<file path="config.mk">
export PLATFORM = sky130hd
export DESIGN_NAME = risc_mc_sequencer_flat
export DESIGN_NICKNAME = d
export VERILOG_FILES = /design/src/rtl/risc_mc_sequencer_if.sv /design/src/rtl/risc_mc_sequencer.sv /design/src/flat_wrapper.sv
export SDC_FILE = /design/constraint.sdc
export NUM_CORES = 1
export LEC_CHECK = 0
export ABC_AREA = 1
export CORE_MARGIN = 2
export CORE_UTILIZATION = 48
export DETAILED_ROUTE_END_ITERATION = 12
export PLACE_DENSITY = 0.76
export SYNTH_ARGS = -nofsm -noshare
export SYNTH_HDL_FRONTEND = slang
export SYNTH_SLANG_ARGS = --single-unit
</file>
<file path="constraint.sdc">
create_clock -name clk -period 1.3 [get_ports clk]
set_input_delay 0.325 -clock clk [delete_from_list [all_inputs] [get_ports clk]]
set_output_delay 0.325 -clock clk [all_outputs]
set_load 0.05 [all_outputs]
</file>
<file path="src/rtl/risc_mc_sequencer_if.sv">
// Control bundle between the multi-cycle sequencer (master) and the core/datapath/memory side (slave).
interface risc_mc_sequencer_if #(
    parameter int unsigned CNT_W = 16
);
    logic             run;
    logic [3:0]       opcode;
    logic             alu_zero;
    logic             mem_ack;
    logic             mem_req;
    logic             mem_we;
    logic             mem_sel_d;
    logic             ir_we;
    logic             pc_we;
    logic [1:0]       pc_src;
    logic             rf_we;
    logic             wb_sel;
    logic [2:0]       alu_op;
    logic             busy;
    logic             err;
    logic [CNT_W-1:0] retired;

    modport master (
        input  run, opcode, alu_zero, mem_ack,
        output mem_req, mem_we, mem_sel_d, ir_we, pc_we, pc_src,
               rf_we, wb_sel, alu_op, busy, err, retired
    );

    modport slave (
        output run, opcode, alu_zero, mem_ack,
        input  mem_req, mem_we, mem_sel_d, ir_we, pc_we, pc_src,
               rf_we, wb_sel, alu_op, busy, err, retired
    );
endinterface

</file>
<file path="src/rtl/risc_mc_sequencer.sv">
// Multi-cycle FETCH/DECODE/EXEC/MEM/WB sequencer for the 16-bit RISC datapath.
// Every output is a flop decoded from the next state, so it is valid in the cycle that state is entered.
// Consequently the branch decision uses alu_zero as presented on the edge that enters EXEC.
module risc_mc_sequencer #(
    parameter int unsigned MAX_WAIT = 15,
    parameter int unsigned CNT_W    = 16
) (
    input logic                 clk,
    input logic                 rst_n,
    risc_mc_sequencer_if.master bus
);

    localparam logic [2:0] S_IDLE   = 3'd0;
    localparam logic [2:0] S_FETCH  = 3'd1;
    localparam logic [2:0] S_DECODE = 3'd2;
    localparam logic [2:0] S_EXEC   = 3'd3;
    localparam logic [2:0] S_MEM    = 3'd4;
    localparam logic [2:0] S_WB     = 3'd5;
    localparam logic [2:0] S_ERROR  = 3'd6;

    localparam logic [3:0] OP_LD  = 4'h0;
    localparam logic [3:0] OP_ST  = 4'h1;
    localparam logic [3:0] OP_ADD = 4'h2;
    localparam logic [3:0] OP_SLT = 4'h9;
    localparam logic [3:0] OP_BEQ = 4'hB;
    localparam logic [3:0] OP_BNE = 4'hC;
    localparam logic [3:0] OP_JMP = 4'hD;

    // Last value the wait counter may hold before a further unacknowledged cycle is a timeout.
    localparam logic [7:0] WAIT_LAST = 8'(MAX_WAIT - 1);

    function automatic logic is_alu(input logic [3:0] op);
        return (op >= OP_ADD) && (op <= OP_SLT);
    endfunction

    function automatic logic [2:0] alu_op_of(input logic [3:0] op);
        case (op)
            4'h3, OP_BEQ, OP_BNE: return 3'd1;  // SUB, and compare for branches
            4'h4:                 return 3'd2;  // INV
            4'h5:                 return 3'd3;  // LSL
            4'h6:                 return 3'd4;  // LSR
            4'h7:                 return 3'd5;  // AND
            4'h8:                 return 3'd6;  // OR
            OP_SLT:               return 3'd7;
            default:              return 3'd0;  // ADD, LD/ST address add, JMP, illegal
        endcase
    endfunction

    logic [2:0]       state_q, state_d;
    logic [3:0]       opcode_q, opcode_d;
    logic [7:0]       wait_q, wait_d;
    logic [CNT_W-1:0] retired_q, retired_d;
    logic             retire;
    logic             taken;

    logic       mem_req_q, mem_req_d;
    logic       mem_we_q, mem_we_d;
    logic       mem_sel_data_q, mem_sel_data_d;
    logic       ir_we_q, ir_we_d;
    logic       pc_we_q, pc_we_d;
    logic [1:0] pc_src_q, pc_src_d;
    logic       rf_we_q, rf_we_d;
    logic       wb_sel_q, wb_sel_d;
    logic [2:0] alu_op_q, alu_op_d;
    logic       busy_q, busy_d;
    logic       err_q, err_d;

    // Next state, opcode latch, memory wait counter and retire counting.
    always_comb begin
        // NOTE: every signal assigned here gets a default first, so no path can infer a latch.
        state_d   = state_q;
        opcode_d  = opcode_q;
        wait_d    = '0;
        retired_d = retired_q;
        retire    = 1'b0;
        case (state_q)
            S_IDLE: begin
                if (bus.run) state_d = S_FETCH;
            end
            S_FETCH: begin
                if (bus.mem_ack)               state_d = S_DECODE;
                else if (wait_q == WAIT_LAST)  state_d = S_ERROR;
                else                           wait_d  = wait_q + 8'd1;
            end
            S_DECODE: begin
                opcode_d = bus.opcode;
                state_d  = S_EXEC;
            end
            S_EXEC: begin
                if (is_alu(opcode_q))                              state_d = S_WB;
                else if ((opcode_q == OP_LD) || (opcode_q == OP_ST)) state_d = S_MEM;
                else                                               retire  = 1'b1;
            end
            S_MEM: begin
                if (bus.mem_ack) begin
                    if (opcode_q == OP_ST) retire  = 1'b1;
                    else                   state_d = S_WB;
                end else if (wait_q == WAIT_LAST) begin
                    state_d = S_ERROR;
                end else begin
                    wait_d = wait_q + 8'd1;
                end
            end
            S_WB:    retire  = 1'b1;
            S_ERROR: state_d = S_ERROR;
            default: state_d = S_ERROR;
        endcase
        // Instruction boundary: count it and either continue or park in IDLE.
        if (retire) begin
            state_d   = bus.run ? S_FETCH : S_IDLE;
            retired_d = retired_q + CNT_W'(1);
        end
    end

    // Registered outputs decoded from the state being entered (opcode_d is the live opcode when entering EXEC).
    always_comb begin
        taken = (state_d == S_EXEC) &&
                (((opcode_d == OP_BEQ) &&  bus.alu_zero) ||
                 ((opcode_d == OP_BNE) && !bus.alu_zero) ||
                  (opcode_d == OP_JMP));
        mem_req_d      = (state_d == S_FETCH) || (state_d == S_MEM);
        mem_sel_data_d = (state_d == S_MEM);
        mem_we_d       = (state_d == S_MEM) && (opcode_d == OP_ST);
        ir_we_d        = (state_q == S_FETCH) && (state_d == S_DECODE);
        pc_we_d        = ir_we_d || taken;
        pc_src_d       = taken ? ((opcode_d == OP_JMP) ? 2'd2 : 2'd1) : 2'd0;
        rf_we_d        = (state_d == S_WB);
        wb_sel_d       = (state_d == S_WB) && (opcode_d == OP_LD);
        // ALU select is held from EXEC through WB so the result stays stable for write-back.
        alu_op_d       = ((state_d == S_EXEC) || (state_d == S_MEM) || (state_d == S_WB))
                         ? alu_op_of(opcode_d) : 3'd0;
        busy_d         = (state_d != S_IDLE) && (state_d != S_ERROR);
        err_d          = err_q || (state_d == S_ERROR);
    end

    // State, counters and output flops; asynchronous reset returns everything to zero/IDLE.
    always_ff @(posedge clk or negedge rst_n) begin
        if (!rst_n) begin
            state_q        <= S_IDLE;
            opcode_q       <= '0;
            wait_q         <= '0;
            retired_q      <= '0;
            mem_req_q      <= 1'b0;
            mem_we_q       <= 1'b0;
            mem_sel_data_q <= 1'b0;
            ir_we_q        <= 1'b0;
            pc_we_q        <= 1'b0;
            pc_src_q       <= '0;
            rf_we_q        <= 1'b0;
            wb_sel_q       <= 1'b0;
            alu_op_q       <= '0;
            busy_q         <= 1'b0;
            err_q          <= 1'b0;
        end else begin
            // NOTE: non-blocking assignments so every flop samples the pre-edge values.
            state_q        <= state_d;
            opcode_q       <= opcode_d;
            wait_q         <= wait_d;
            retired_q      <= retired_d;
            mem_req_q      <= mem_req_d;
            mem_we_q       <= mem_we_d;
            mem_sel_data_q <= mem_sel_data_d;
            ir_we_q        <= ir_we_d;
            pc_we_q        <= pc_we_d;
            pc_src_q       <= pc_src_d;
            rf_we_q        <= rf_we_d;
            wb_sel_q       <= wb_sel_d;
            alu_op_q       <= alu_op_d;
            busy_q         <= busy_d;
            err_q          <= err_d;
        end
    end

    assign bus.mem_req   = mem_req_q;
    assign bus.mem_we    = mem_we_q;
    assign bus.mem_sel_d = mem_sel_data_q;
    assign bus.ir_we     = ir_we_q;
    assign bus.pc_we     = pc_we_q;
    assign bus.pc_src    = pc_src_q;
    assign bus.rf_we     = rf_we_q;
    assign bus.wb_sel    = wb_sel_q;
    assign bus.alu_op    = alu_op_q;
    assign bus.busy      = busy_q;
    assign bus.err       = err_q;
    assign bus.retired   = retired_q;

endmodule
</file>
<file path="src/flat_wrapper.sv">
// flat-port wrapper written by rule: the top's interface ports become plain ports
module risc_mc_sequencer_flat 
#(
    parameter int unsigned MAX_WAIT = 15,
    parameter int unsigned CNT_W    = 16
)
  (clk, rst_n, bus_run, bus_opcode, bus_alu_zero, bus_mem_ack, bus_mem_req, bus_mem_we, bus_mem_sel_d, bus_ir_we, bus_pc_we, bus_pc_src, bus_rf_we, bus_wb_sel, bus_alu_op, bus_busy, bus_err, bus_retired);
  risc_mc_sequencer_if #(.CNT_W(CNT_W)) bus_i ();
  input logic clk;
  input logic rst_n;
  input wire logic [$bits(bus_i.run)-1:0] bus_run;
  input wire logic [$bits(bus_i.opcode)-1:0] bus_opcode;
  input wire logic [$bits(bus_i.alu_zero)-1:0] bus_alu_zero;
  input wire logic [$bits(bus_i.mem_ack)-1:0] bus_mem_ack;
  output wire logic [$bits(bus_i.mem_req)-1:0] bus_mem_req;
  output wire logic [$bits(bus_i.mem_we)-1:0] bus_mem_we;
  output wire logic [$bits(bus_i.mem_sel_d)-1:0] bus_mem_sel_d;
  output wire logic [$bits(bus_i.ir_we)-1:0] bus_ir_we;
  output wire logic [$bits(bus_i.pc_we)-1:0] bus_pc_we;
  output wire logic [$bits(bus_i.pc_src)-1:0] bus_pc_src;
  output wire logic [$bits(bus_i.rf_we)-1:0] bus_rf_we;
  output wire logic [$bits(bus_i.wb_sel)-1:0] bus_wb_sel;
  output wire logic [$bits(bus_i.alu_op)-1:0] bus_alu_op;
  output wire logic [$bits(bus_i.busy)-1:0] bus_busy;
  output wire logic [$bits(bus_i.err)-1:0] bus_err;
  output wire logic [$bits(bus_i.retired)-1:0] bus_retired;
  assign bus_i.run = bus_run;
  assign bus_i.opcode = bus_opcode;
  assign bus_i.alu_zero = bus_alu_zero;
  assign bus_i.mem_ack = bus_mem_ack;
  assign bus_mem_req = bus_i.mem_req;
  assign bus_mem_we = bus_i.mem_we;
  assign bus_mem_sel_d = bus_i.mem_sel_d;
  assign bus_ir_we = bus_i.ir_we;
  assign bus_pc_we = bus_i.pc_we;
  assign bus_pc_src = bus_i.pc_src;
  assign bus_rf_we = bus_i.rf_we;
  assign bus_wb_sel = bus_i.wb_sel;
  assign bus_alu_op = bus_i.alu_op;
  assign bus_busy = bus_i.busy;
  assign bus_err = bus_i.err;
  assign bus_retired = bus_i.retired;
  risc_mc_sequencer #(.MAX_WAIT(MAX_WAIT), .CNT_W(CNT_W)) u_core (.clk(clk), .rst_n(rst_n), .bus(bus_i));
endmodule
</file>
==> results.json <==
{
  "violations": "setup timing",
  "drcViolationCount": 0,
  "ys_types": 28,
  "p_sw_mw": 4.49,
  "cts_root_buf": "clkbuf_8",
  "synth.net_count": 314,
  "whs_ns": 0.442,
  "die_h_um": 74.7,
  "crit_path_top_delay_cell": "dfrtp_2",
  "worstMarginPinSlew_ns": 0.368,
  "core_area_sq_um": 4790,
  "power.internal_mw": 5.03,
  "arrival_ns": 1.96,
  "power.total_mw": 9.52,
  "rsz0062_at_grt": "yes",
  "avgSynthCellArea_sq_um": 7.95,
  "pwr-share-clk_pct": 11.7,
  "power_density_nw_per_um2": 2300,
  "regArea_sq_um": 1150,
  "drtIter0Drc": 290,
  "io_pins": 39,
  "seq_power_share_pct": 23.5,
  "ys_ff_latch": 45,
  "slew_headroom_pct": 75.2,
  "swShare_pct": 47.2,
  "grt_first_pass_wirelength_mm": 13.0,
  "ant_nets": 0,
  "finalSetupViolCount": 47,
  "slew_violations": 0,
  "cts_buffer_depth": 2,
  "cts.sinks": 45,
  "max-vdd-ir-drop_v": 0.00186,
  "seq_area_frac_synth_pct": 46.9,
  "fmax_mhz": 572,
  "routedWlPerCell_um": 18.8,
  "multi_input_area_sq_um": 1450,
  "critPathBufInv": 2,
  "yosys_warnings": 0,
  "h-tree-depth": 2,
  "crit_family": "simple AND/OR/NAND/NOR gates",
  "grt_util_all_layers_pct": 31.9,
  "antenna_found_initial": 0,
  "hold_path_class": "primary input to asynchronous set/reset pin",
  "layout-drive-gt1-share_pct": 52.9,
  "grt_overflow": 0,
  "required_ns": 1.51,
  "synth.cell_area_sq_um": 2400,
  "path_cells": "inv_2, nor2_2, nand2_2, buf_4, nand3_1, nor2_1, nand3_1, nand2_2, nor3_2",
  "drt_wl_total_mm": 8.78,
  "instances_no_fill": 466,
  "grt_max_degree": 35,
  "critPathMaxStageDelay_ns": 0.45,
  "initial_core_util_pct": 50.1,
  "dr.pass1.iters": 6,
  "crit_path_start_kind": "register",
  "finalNetCount": 410,
  "dp_hpwl_mm": 4.58,
  "diodes": 0,
  "num_rows": 25,
  "place.gp.congestion": 0.869,
  "drv_cap": 0,
  "area_delta_synth_final_pct": 72.6,
  "clk_pin_slew_ns": 0.08,
  "path_max_fanout": 5,
  "fp.dieW_um": 74.7,
  "viasPerCell": 5.48,
  "setup_ws_ns": -0.447,
  "cts_tree": "done",
  "finalHoldViolCount": 0,
  "finalCriticalPeriod_ns": 1.75,
  "setup_tns_ns": -11.30,
  "p_leak_nw": 1.86,
  "synth_cells": 302,
  "pwr-share-comb_pct": 64.8,
  "cts_made_buffers": 5,
  "dp_cells": 437,
  "grt_pass1_vias": 2670,
  "placement.io_buffers": 38,
  "vias": 2556,
  "die_area_sq_um": 5580,
  "crit_type": "register to register",
  "end_kind": "register",
  "fill_cells": 213,
  "clock_latency_ns": 0.31,
  "outcome": "finished, violations left",
  "timing.final.crit_share_pct": 134,
  "finClkSkew_ns": 0.00866
}
==> through the flow <==
stage	utilization, %	cell area, sq um	setup WS [ns]
detailed placement	73.7	3530	-0.514
global route	86.5	4140	-0.547
CTS	84.2	4030	-0.259
floorplan	-	2540	-0.115
finish	86.5	4140	-0.447
global placement	73.7	3530	-0.459
==> cells in the final DEF, fill, tap and decap left out, types with 3 or more instances in the layout <==
master           instances
o21ai_1                 10
o21ai_4                  3
nor2_1                  23
nor3_1                   3
nand3_1                 14
buf_12                  33
xnor2_1                  4
nor3_2                   6
nand3_2                  5
o21ai_2                  4
inv_4                    4
clkdlybuf4s50_1          6
buf_4                   36
buf_6                   12
nand3_4                  4
dfrtp_1                 27
nand2_2                 25
inv_1                   29
nand2_4                  8
xor2_1                  13
nand2_1                 44
dfrtp_2                 18
nor2_4                   7
nor2_2                  18
clkbuf_8                 6
inv_2                   11
==> sequential cells by signal (all words and copies together), names as in the netlist <==
signal and cells:
u_core.bus.retired 16, u_core.wait_q 8, u_core.opcode_q 4, u_core.bus.alu_op 3, u_core.state_q 3, u_core.bus.pc_src 2
u_core.bus.busy 1, u_core.bus.err 1, u_core.bus.ir_we 1, u_core.bus.mem_req 1, u_core.bus.mem_sel_d 1, u_core.bus.mem_we 1
u_core.bus.pc_we 1, u_core.bus.rf_we 1, u_core.bus.wb_sel 1
==> synthesized netlist by cell type, drive strengths merged <==
library cell	instances	area, sq um
a21oi	3	15.0
and3	2	12.5
buf	3	27.5
dfrtp	45	1130
ha	3	37.5
inv	44	165
nand2	78	333
nand3	23	120
nand4	2	12.5
nor2	48	193
nor3	10	55.1
nor3b	1	7.51
o211ai	1	7.51
o21ai	19	118
o21bai	2	15.0
or2	1	6.26
xnor2	4	35.0
xor2	13	114
==> power by group through the flow <==
stage / combinational (mW) / clock [mW] / sequential, mW
finish: 6.16 / 1.12 / 2.24
global route: 6.48 / 1.18 / 2.27
floorplan: 2.06 / 0 / 2.74
detailed placement: 4.50 / 0 / 2.18
global placement: 4.36 / 0 / 2.17
CTS: 5.50 / 1.11 / 2.18
==> worst paths after layout <==
kind,startpoint,end,depth (start not counted),slack [ns]
setup / recovery,u_core.state_q[2],u_core.bus.wb_sel,9,-0.45
hold / removal,rst_n,u_core.bus.pc_we,2,0.44
setup reg to reg,u_core.state_q[2],u_core.bus.wb_sel,9,-0.45
hold reg to reg,u_core.wait_q[0],u_core.wait_q[0],2,0.55
max in group asynchronous,rst_n,u_core.bus.retired[7],3,0.37
min in group clk,u_core.wait_q[0],u_core.wait_q[0],2,0.55
==> per-layer routing <==
metal,up-vias,global-route usage [%],wire [um]
met5,-,0,0
met4,0,18.3,369
met3,43,8.03,700
met2,140,53.9,4470
met1,1244,36.8,3240
li1,1129,-,-
==> logic make-up after synthesis <==
family                   Yosys count  share of synthesized area [%]
AND/OR/NAND/NOR                  165                           30.8
buffers and inverters             47                           8.03
flip-flops                        45                           46.9
AO/OA/AOI/OAI                     25                           6.47
XOR/XNOR                          17                           6.20
adder cells (fa/ha/maj)            3                           1.56
==> area by class of cell <==
cell class	count	share of cell area, %
Clock inverter	1	0.725
Sequential cell	45	27.7
Multi-Input combinational cell	211	35.1
Tap cell	67	2.02
Clock buffer	7	2.08
Timing Repair Buffer	91	28.1
Inverter	44	4.23
==> worst reg2reg max path, stage by stage, from the launching register on <==
cell and delay, ns:
dfrtp_2 0.45, inv_2 0.07, nor2_2 0.19, nand2_2 0.13, buf_4 0.16, nand3_1 0.11
nor2_1 0.07, nand3_1 0.11, nand2_2 0.13, nor3_2 0.22
==> repair_timing <==
action                                  CTS  global route
pin swaps                                33            13
endpoints found under the setup margin   43            46
hold buffers                              1             0
hold endpoints to repair                 11             0
buffers inserted                         10             9
gates cloned                              2             0
gates resized for setup                  85            13
(Power assumes the default switching activity.)
